### src/rtl/minmax_pkg.sv
// Shared state encoding and ordering helper for minmax_stream.
// Build option MINMAX_STREAM_COUNT_EN is consumed by the lane tree and the top.
package minmax_pkg;

    typedef enum logic [1:0] {
        ST_IDLE  = 2'd0,
        ST_ACCUM = 2'd1,
        ST_FLUSH = 2'd2,
        ST_HOLD  = 2'd3
    } state_t;

    localparam int MM_MAXW = 32;

    // True when a strictly beats b on the low w bits. In signed mode the sign bit is flipped,
    // which maps two's complement order onto plain unsigned order.
    function automatic logic better(input logic [MM_MAXW-1:0] a,
                                    input logic [MM_MAXW-1:0] b,
                                    input int                 w,
                                    input logic               us,
                                    input logic               mx);
        logic [MM_MAXW-1:0] flip;
        logic [MM_MAXW-1:0] ax;
        logic [MM_MAXW-1:0] bx;
        flip = {{(MM_MAXW-1){1'b0}}, us} << (w - 1);
        ax   = a ^ flip;
        bx   = b ^ flip;
        return mx ? (ax > bx) : (ax < bx);
    endfunction

endpackage

### src/rtl/minmax_lane_tree.sv
// Combinational P-lane reduction: beat extreme, its lane (lowest lane on ties) and,
// with MINMAX_STREAM_COUNT_EN, how many lanes equal that extreme.
module minmax_lane_tree
    import minmax_pkg::*;
#(
    parameter int W  = 6,
    parameter int P  = 4,
    parameter int LW = (P > 1) ? $clog2(P) : 1
) (
    input  logic [P*W-1:0] i_data,
    input  logic           i_us,
    input  logic           i_mx,
    output logic [W-1:0]   o_value,
    output logic [LW-1:0]  o_lane
`ifdef MINMAX_STREAM_COUNT_EN
    ,
    output logic [$clog2(P+1)-1:0] o_count
`endif
);

    logic w_take;

    // Fold lanes upward from lane 0; a later lane replaces only on strict improvement.
    always_comb begin
        o_value = i_data[W-1:0];
        o_lane  = '0;
        w_take  = 1'b0;
        for (int k = 1; k < P; k++) begin
            w_take  = better(MM_MAXW'(i_data[k*W +: W]), MM_MAXW'(o_value), W, i_us, i_mx);
            o_value = w_take ? i_data[k*W +: W] : o_value;
            o_lane  = w_take ? LW'(k) : o_lane;
        end
    end

`ifdef MINMAX_STREAM_COUNT_EN
    localparam int CW = $clog2(P+1);

    // Number of lanes carrying the winning value.
    always_comb begin
        o_count = '0;
        for (int k = 0; k < P; k++) begin
            o_count = o_count + ((i_data[k*W +: W] == o_value) ? CW'(1) : CW'(0));
        end
    end
`endif

endmodule

### src/rtl/minmax_stream.sv
// Framed streaming min/max with frame-relative index and sticky overflow error.
// Define MINMAX_STREAM_COUNT_EN to add the m_count occurrence counter.
module minmax_stream
    import minmax_pkg::*;
#(
    parameter int W      = 6,
    parameter int P      = 4,
    parameter int MAXLEN = 16,
    parameter int IDXW   = $clog2(MAXLEN),
    parameter int CNTW   = $clog2(MAXLEN+1)
) (
    input  logic            clk,
    input  logic            rst,
    input  logic            s_valid,
    output logic            s_ready,
    input  logic [P*W-1:0]  s_data,
    input  logic            s_last,
    input  logic            us_sel,
    input  logic            min_max_sel,
    output logic            m_valid,
    input  logic            m_ready,
    output logic [W-1:0]    m_result,
    output logic [IDXW-1:0] m_index,
    output logic            m_err
`ifdef MINMAX_STREAM_COUNT_EN
    ,
    output logic [CNTW-1:0] m_count
`endif
);

    localparam int LW    = (P > 1) ? $clog2(P) : 1;
    localparam int BEATS = MAXLEN / P;
    localparam int BW    = $clog2(BEATS + 1);

    state_t          r_state;
    state_t          w_next;
    logic            r_us;
    logic            r_mx;
    logic [BW-1:0]   r_beat;
    logic            r_s1_valid;
    logic            r_s1_first;
    logic [W-1:0]    r_s1_value;
    logic [IDXW-1:0] r_s1_index;
    logic [W-1:0]    r_acc_value;
    logic [IDXW-1:0] r_acc_index;
    logic            r_err;

    logic            w_idle;
    logic            w_accept;
    logic [BW-1:0]   w_beat_num;
    logic            w_ovf;
    logic            w_us;
    logic            w_mx;
    logic [W-1:0]    w_tree_value;
    logic [LW-1:0]   w_tree_lane;
    logic            w_s1_wins;

    assign w_idle     = (r_state == ST_IDLE);
    assign s_ready    = ~rst & (w_idle | (r_state == ST_ACCUM));
    assign w_accept   = s_valid & s_ready;
    assign w_beat_num = w_idle ? BW'(0) : r_beat;
    assign w_ovf      = (w_beat_num >= BW'(BEATS));
    // The opening beat is reduced with the live mode inputs; later beats use the latched copy.
    assign w_us       = w_idle ? us_sel : r_us;
    assign w_mx       = w_idle ? min_max_sel : r_mx;
    assign w_s1_wins  = r_s1_first |
                        better(MM_MAXW'(r_s1_value), MM_MAXW'(r_acc_value), W, r_us, r_mx);

    assign m_valid  = (r_state == ST_HOLD);
    assign m_result = r_acc_value;
    assign m_index  = r_acc_index;
    assign m_err    = r_err;

`ifdef MINMAX_STREAM_COUNT_EN
    localparam int CW = $clog2(P+1);
    logic [CW-1:0]   w_tree_count;
    logic [CW-1:0]   r_s1_count;
    logic [CNTW-1:0] r_acc_count;
    assign m_count = r_acc_count;

    minmax_lane_tree #(.W(W), .P(P), .LW(LW)) u_tree (
        .i_data (s_data),
        .i_us   (w_us),
        .i_mx   (w_mx),
        .o_value(w_tree_value),
        .o_lane (w_tree_lane),
        .o_count(w_tree_count)
    );

    // Occurrence count: reload when the beat wins, add on a tie, otherwise keep.
    always_ff @(posedge clk or posedge rst) begin
        if (rst) begin
            r_s1_count  <= '0;
            r_acc_count <= '0;
        end else begin
            r_s1_count <= w_accept ? w_tree_count : r_s1_count;
            if (r_s1_valid && w_s1_wins) begin
                r_acc_count <= CNTW'(r_s1_count);
            end else if (r_s1_valid && (r_s1_value == r_acc_value)) begin
                r_acc_count <= r_acc_count + CNTW'(r_s1_count);
            end else begin
                r_acc_count <= r_acc_count;
            end
        end
    end
`else
    minmax_lane_tree #(.W(W), .P(P), .LW(LW)) u_tree (
        .i_data (s_data),
        .i_us   (w_us),
        .i_mx   (w_mx),
        .o_value(w_tree_value),
        .o_lane (w_tree_lane)
    );
`endif

    // Frame state register.
    always_ff @(posedge clk or posedge rst) begin
        if (rst) begin
            r_state <= ST_IDLE;
        end else begin
            r_state <= w_next;
        end
    end

    // Frame sequencing.
    always_comb begin
        w_next = r_state;
        case (r_state)
            ST_IDLE:  w_next = w_accept ? (s_last ? ST_FLUSH : ST_ACCUM) : ST_IDLE;
            ST_ACCUM: w_next = (w_accept && s_last) ? ST_FLUSH : ST_ACCUM;
            ST_FLUSH: w_next = ST_HOLD;
            ST_HOLD:  w_next = m_ready ? ST_IDLE : ST_HOLD;
            default:  w_next = ST_IDLE;
        endcase
    end

    // Mode latch, beat counter, stage-1 register and sticky overflow flag.
    always_ff @(posedge clk or posedge rst) begin
        if (rst) begin
            r_us       <= 1'b0;
            r_mx       <= 1'b0;
            r_beat     <= '0;
            r_s1_valid <= 1'b0;
            r_s1_first <= 1'b0;
            r_s1_value <= '0;
            r_s1_index <= '0;
            r_err      <= 1'b0;
        end else if (w_accept) begin
            r_us       <= w_us;
            r_mx       <= w_mx;
            r_beat     <= w_ovf ? w_beat_num : w_beat_num + BW'(1);
            r_s1_valid <= ~w_ovf;
            r_s1_first <= w_idle;
            r_s1_value <= w_tree_value;
            r_s1_index <= IDXW'(w_beat_num) * IDXW'(P) + IDXW'(w_tree_lane);
            r_err      <= w_idle ? 1'b0 : (r_err | w_ovf);
        end else begin
            r_s1_valid <= 1'b0;
        end
    end

    // Accumulator: the earliest index keeps ties because the beat must strictly improve.
    always_ff @(posedge clk or posedge rst) begin
        if (rst) begin
            r_acc_value <= '0;
            r_acc_index <= '0;
        end else if (r_s1_valid && w_s1_wins) begin
            r_acc_value <= r_s1_value;
            r_acc_index <= r_s1_index;
        end else begin
            r_acc_value <= r_acc_value;
            r_acc_index <= r_acc_index;
        end
    end

endmodule

### config.mk
export PLATFORM = sky130hd
export DESIGN_NAME = minmax_stream
export DESIGN_NICKNAME = d
export VERILOG_FILES = /design/src/rtl/minmax_pkg.sv /design/src/rtl/minmax_lane_tree.sv /design/src/rtl/minmax_stream.sv
export SDC_FILE = /design/constraint.sdc
export NUM_CORES = 1
export LEC_CHECK = 0
export BUFFER_PORTS_ARGS = -buffer_cell sky130_fd_sc_hd__buf_4
export CAP_MARGIN = 20
export CORE_MARGIN = 2
export CORE_UTILIZATION = 36
export CTS_CLUSTER_DIAMETER = 50
export CTS_CLUSTER_SIZE = 24
export DETAILED_ROUTE_END_ITERATION = 7
export PLACE_DENSITY = 0.62
export SLEW_MARGIN = 15
export SYNTH_ARGS = -nofsm -noshare
export SYNTH_HDL_FRONTEND = slang
export SYNTH_HIERARCHICAL = 1
export SYNTH_SLANG_ARGS = --single-unit
### constraint.sdc
create_clock -name clk -period 5.9 [get_ports clk]
set_input_delay 0.59 -clock clk [delete_from_list [all_inputs] [get_ports clk]]
set_output_delay 0.59 -clock clk [all_outputs]
set_load 0.02 [all_outputs]
==> key figures <==
Placement
  • Placed cell count: 361
  • Port bufs: 43
  • Routability Congestion: 0.851
  • Dpl hpwl: 3980 um

Layout
  • Antenna Cells: 0
  • Fill cells: 560
  • Layout cells sized above 1: 40.4%
  • Multi-input gate area: 0.00150 mm^2
  • Final Util: 51.9%
  • Finished Layout Cells: 382
  • FF/Latch Area: 751 um^2
  • Final net count: 362
  • Syn-to-layout area delta: 38.7%

Critical path
  • Crit-path leading delay family: compound AO/OA/AOI/OAI gates
  • Buf/Inv on CP: 4
  • R2r worst-path depth: 27
  • WP depth: 27
  • CP peak stage delay: 0.40 ns
  • Worst Setup SP: r_state[0]
  • CP endpoint kind: flop
  • Flop-to-flop setup slack: 0.16 ns
  • Worst Setup EP: r_s1_value[4]
  • CP required: 6.12 ns
  • Setup Crit Path Kind: reg -> reg
  • CP startpoint kind: flop
  • Arr. time, crit path: 5.96 ns
  • CP max-delay cell: dfrtp_1
  • Crit-path max FO: 6
  • Reg2reg end: r_s1_value[4]
  • RR Startpoint: r_state[0]

Logic synthesis
  • Mux share of post-synthesis cell area: 12.6%
  • Top FF cell, synth: dfrtp_1
  • Most frequent cell after synthesis: nand2_1
  • Post-Synth XOR/XNOR Area: 3.16%
  • Netlist cell types: 42
  • Synth Area in Compound Gates: 17.1%
  • Simple-gate share of the synthesized area: 14.2%
  • Synth Instances: 234
  • Yosys top cell area share: 33.9%
  • Post-synthesis sequential area ratio: 33.9%
  • Main combinational cell family by area after synthesis: compound AO/OA/AOI/OAI gates
  • Top post-synthesis cells by area: dfrtp_1 (34%), ha_1 (14%), mux2_2 (8.1%)
  • Synth Register Bits: 30
  • Area leader, netlist: dfrtp_1
  • Post-synth top cells: nand2_1 (43), dfrtp_1 (30), ha_1 (25), inv_1 (19), mux2_2 (16)
  • Mean Syn Cell Area: 9.46 um^2
  • Asr flop ratio synth: 100%
  • Post-synthesis instance area: 0.00221 mm^2
  • EDFF count, synth: 0
  • Syn Nets: 290
  • Adder-cell share of the synthesized area: 14.1%
  • Synthesis Warnings: 6

Drt
  • Drt pass-1 iters: 4
  • DR vias: 1940
  • Average wire per standard cell: 13.2 um
  • 1st-iter DRT viols: 76
  • Final WL: 5040 um
  • Post-DRT Antenna Nets: 0
  • Drt via density: 5.08
  • DRC Markers: 0

CTS
  • CTS H-tree lvls: 2
  • CTS buffer count: 5
  • Worst-path clk slew: 0.06 ns
  • Worst-Skew Late Latency: 0.28 ns
  • Hold_buf cts: 0
  • CTS tree: done
  • Clock Sinks: 30
  • Root buf cell: clkbuf_8
  • Bufs on Longest Clock Path: 2

STA
  • Final setup fails: 0
  • Minimum hold slack: 0.345 ns
  • Max Freq: 174 MHz
  • Fin crit period: 5.74 ns
  • Worst Max-Slew Pin Slew: 0.571 ns
  • Fin. Hold Viols: 0
  • Worst rel slew slack: 61.8%
  • Final setup TNS: 0 ns
  • Skew final: 0.00431 ns
  • Final Max Tran Viols: 0
  • Crit share post-route: 97.2%

Global route
  • Largest net degree at the start of global routing: 21
  • Grt total ovfl: 0
  • Initial antenna violation count: 0
  • Vias in the first global route: 1776
  • Total Routing Usage GR: 15.8%
  • First-pass GRT wire length: 8200 um

Floorplanning
  • Die W: 82.4 um
  • Num ports: 44
  • Die ar.: 0.00679 mm^2
  • Die extent in y: 82.4 um
  • Starting Density: 37.4%
  • Row count: 28
  • Core area: 0.00592 mm^2

Run status
  • Status: completed

Flow run
  • Max Cap Viol: 0

Hold path
  • HP Class: in -> async
[how the worst min path moves through the flow]
stage / to / cells after the start
after floorplan: r_s1_index[1] / 2
after global placement: r_s1_index[0] / 2
after detailed placement: r_s1_index[0] / 2
after CTS: r_beat[2] / 2
after global routing: r_beat[0] / 2
final: r_beat[2] / 2
[flip-flops by register name, indices dropped and copies added, names as in the netlist]
name	count
r_state	2
m_err	1
r_us	1
r_s1_first	1
r_s1_value	6
r_s1_index	4
r_mx	1
r_s1_valid	1
m_result	6
m_index	4
r_beat	3
[per-layer routing]
layer	vias up	GRT usage, %	share of wire (%)
li1	968	-	-
met5	-	0	0
met1	919	20.1	45
met3	12	3.15	3.5
met2	41	25.2	48
met4	0	8.17	2.9
[kinds of logic (layout without fill, tap and decap cells)]
kind of cell,Yosys count,after routing
buf+inv,26,99
xor+xnor,8,8
compound gates,50,50
fa+ha+maj,25,25
simple gates,70,70
mux,25,25
flops,30,30
[per-stage QoR]
step	worst slack, ns	instance area (um^2)
detailed placement	-0.0337	2740
global route	-0.0486	3070
CTS	0.00531	2850
global placement	0.0630	2710
finish	0.163	3070
floorplan	0.00867	2220
[what timing repair did]
action / CTS / global route
setup buffers: 2 / 11
endpoints found under the setup margin: 1 / 8
resized for setup: 2 / 27
pin swaps: 0 / 15
endpoints found under the hold margin: 0 / 0
gates cloned: 0 / 0
[area by class of cell]
class / count / area share (%)
inverter: 19 / 2.32
clock buffer: 7 / 2.81
clock inverter: 1 / 0.163
multi-input combinational: 178 / 48.7
sequential: 30 / 24.4
timing repair buffer: 72 / 18.5
tap: 75 / 3.05
[layout by cell type, fill, tap and decap left out, types with 5 or more instances in the layout]
master / Yosys / final
clkbuf_8: 0 / 6
dfrtp_1: 30 / 30
inv_1: 19 / 19
nand2_1: 43 / 42
nor2_1: 10 / 9
ha_1: 25 / 24
o21a_1: 6 / 5
o21ai_0: 7 / 5
xor2_1: 5 / 5
buf_4: 1 / 69
mux2_2: 16 / 15
a21o_1: 6 / 6
nor2b_1: 5 / 5
a21oi_1: 9 / 7
Power is left out: the tool's default activity adds up to more than one toggle a clock period on the data nets, which glitch-free logic cannot reach.
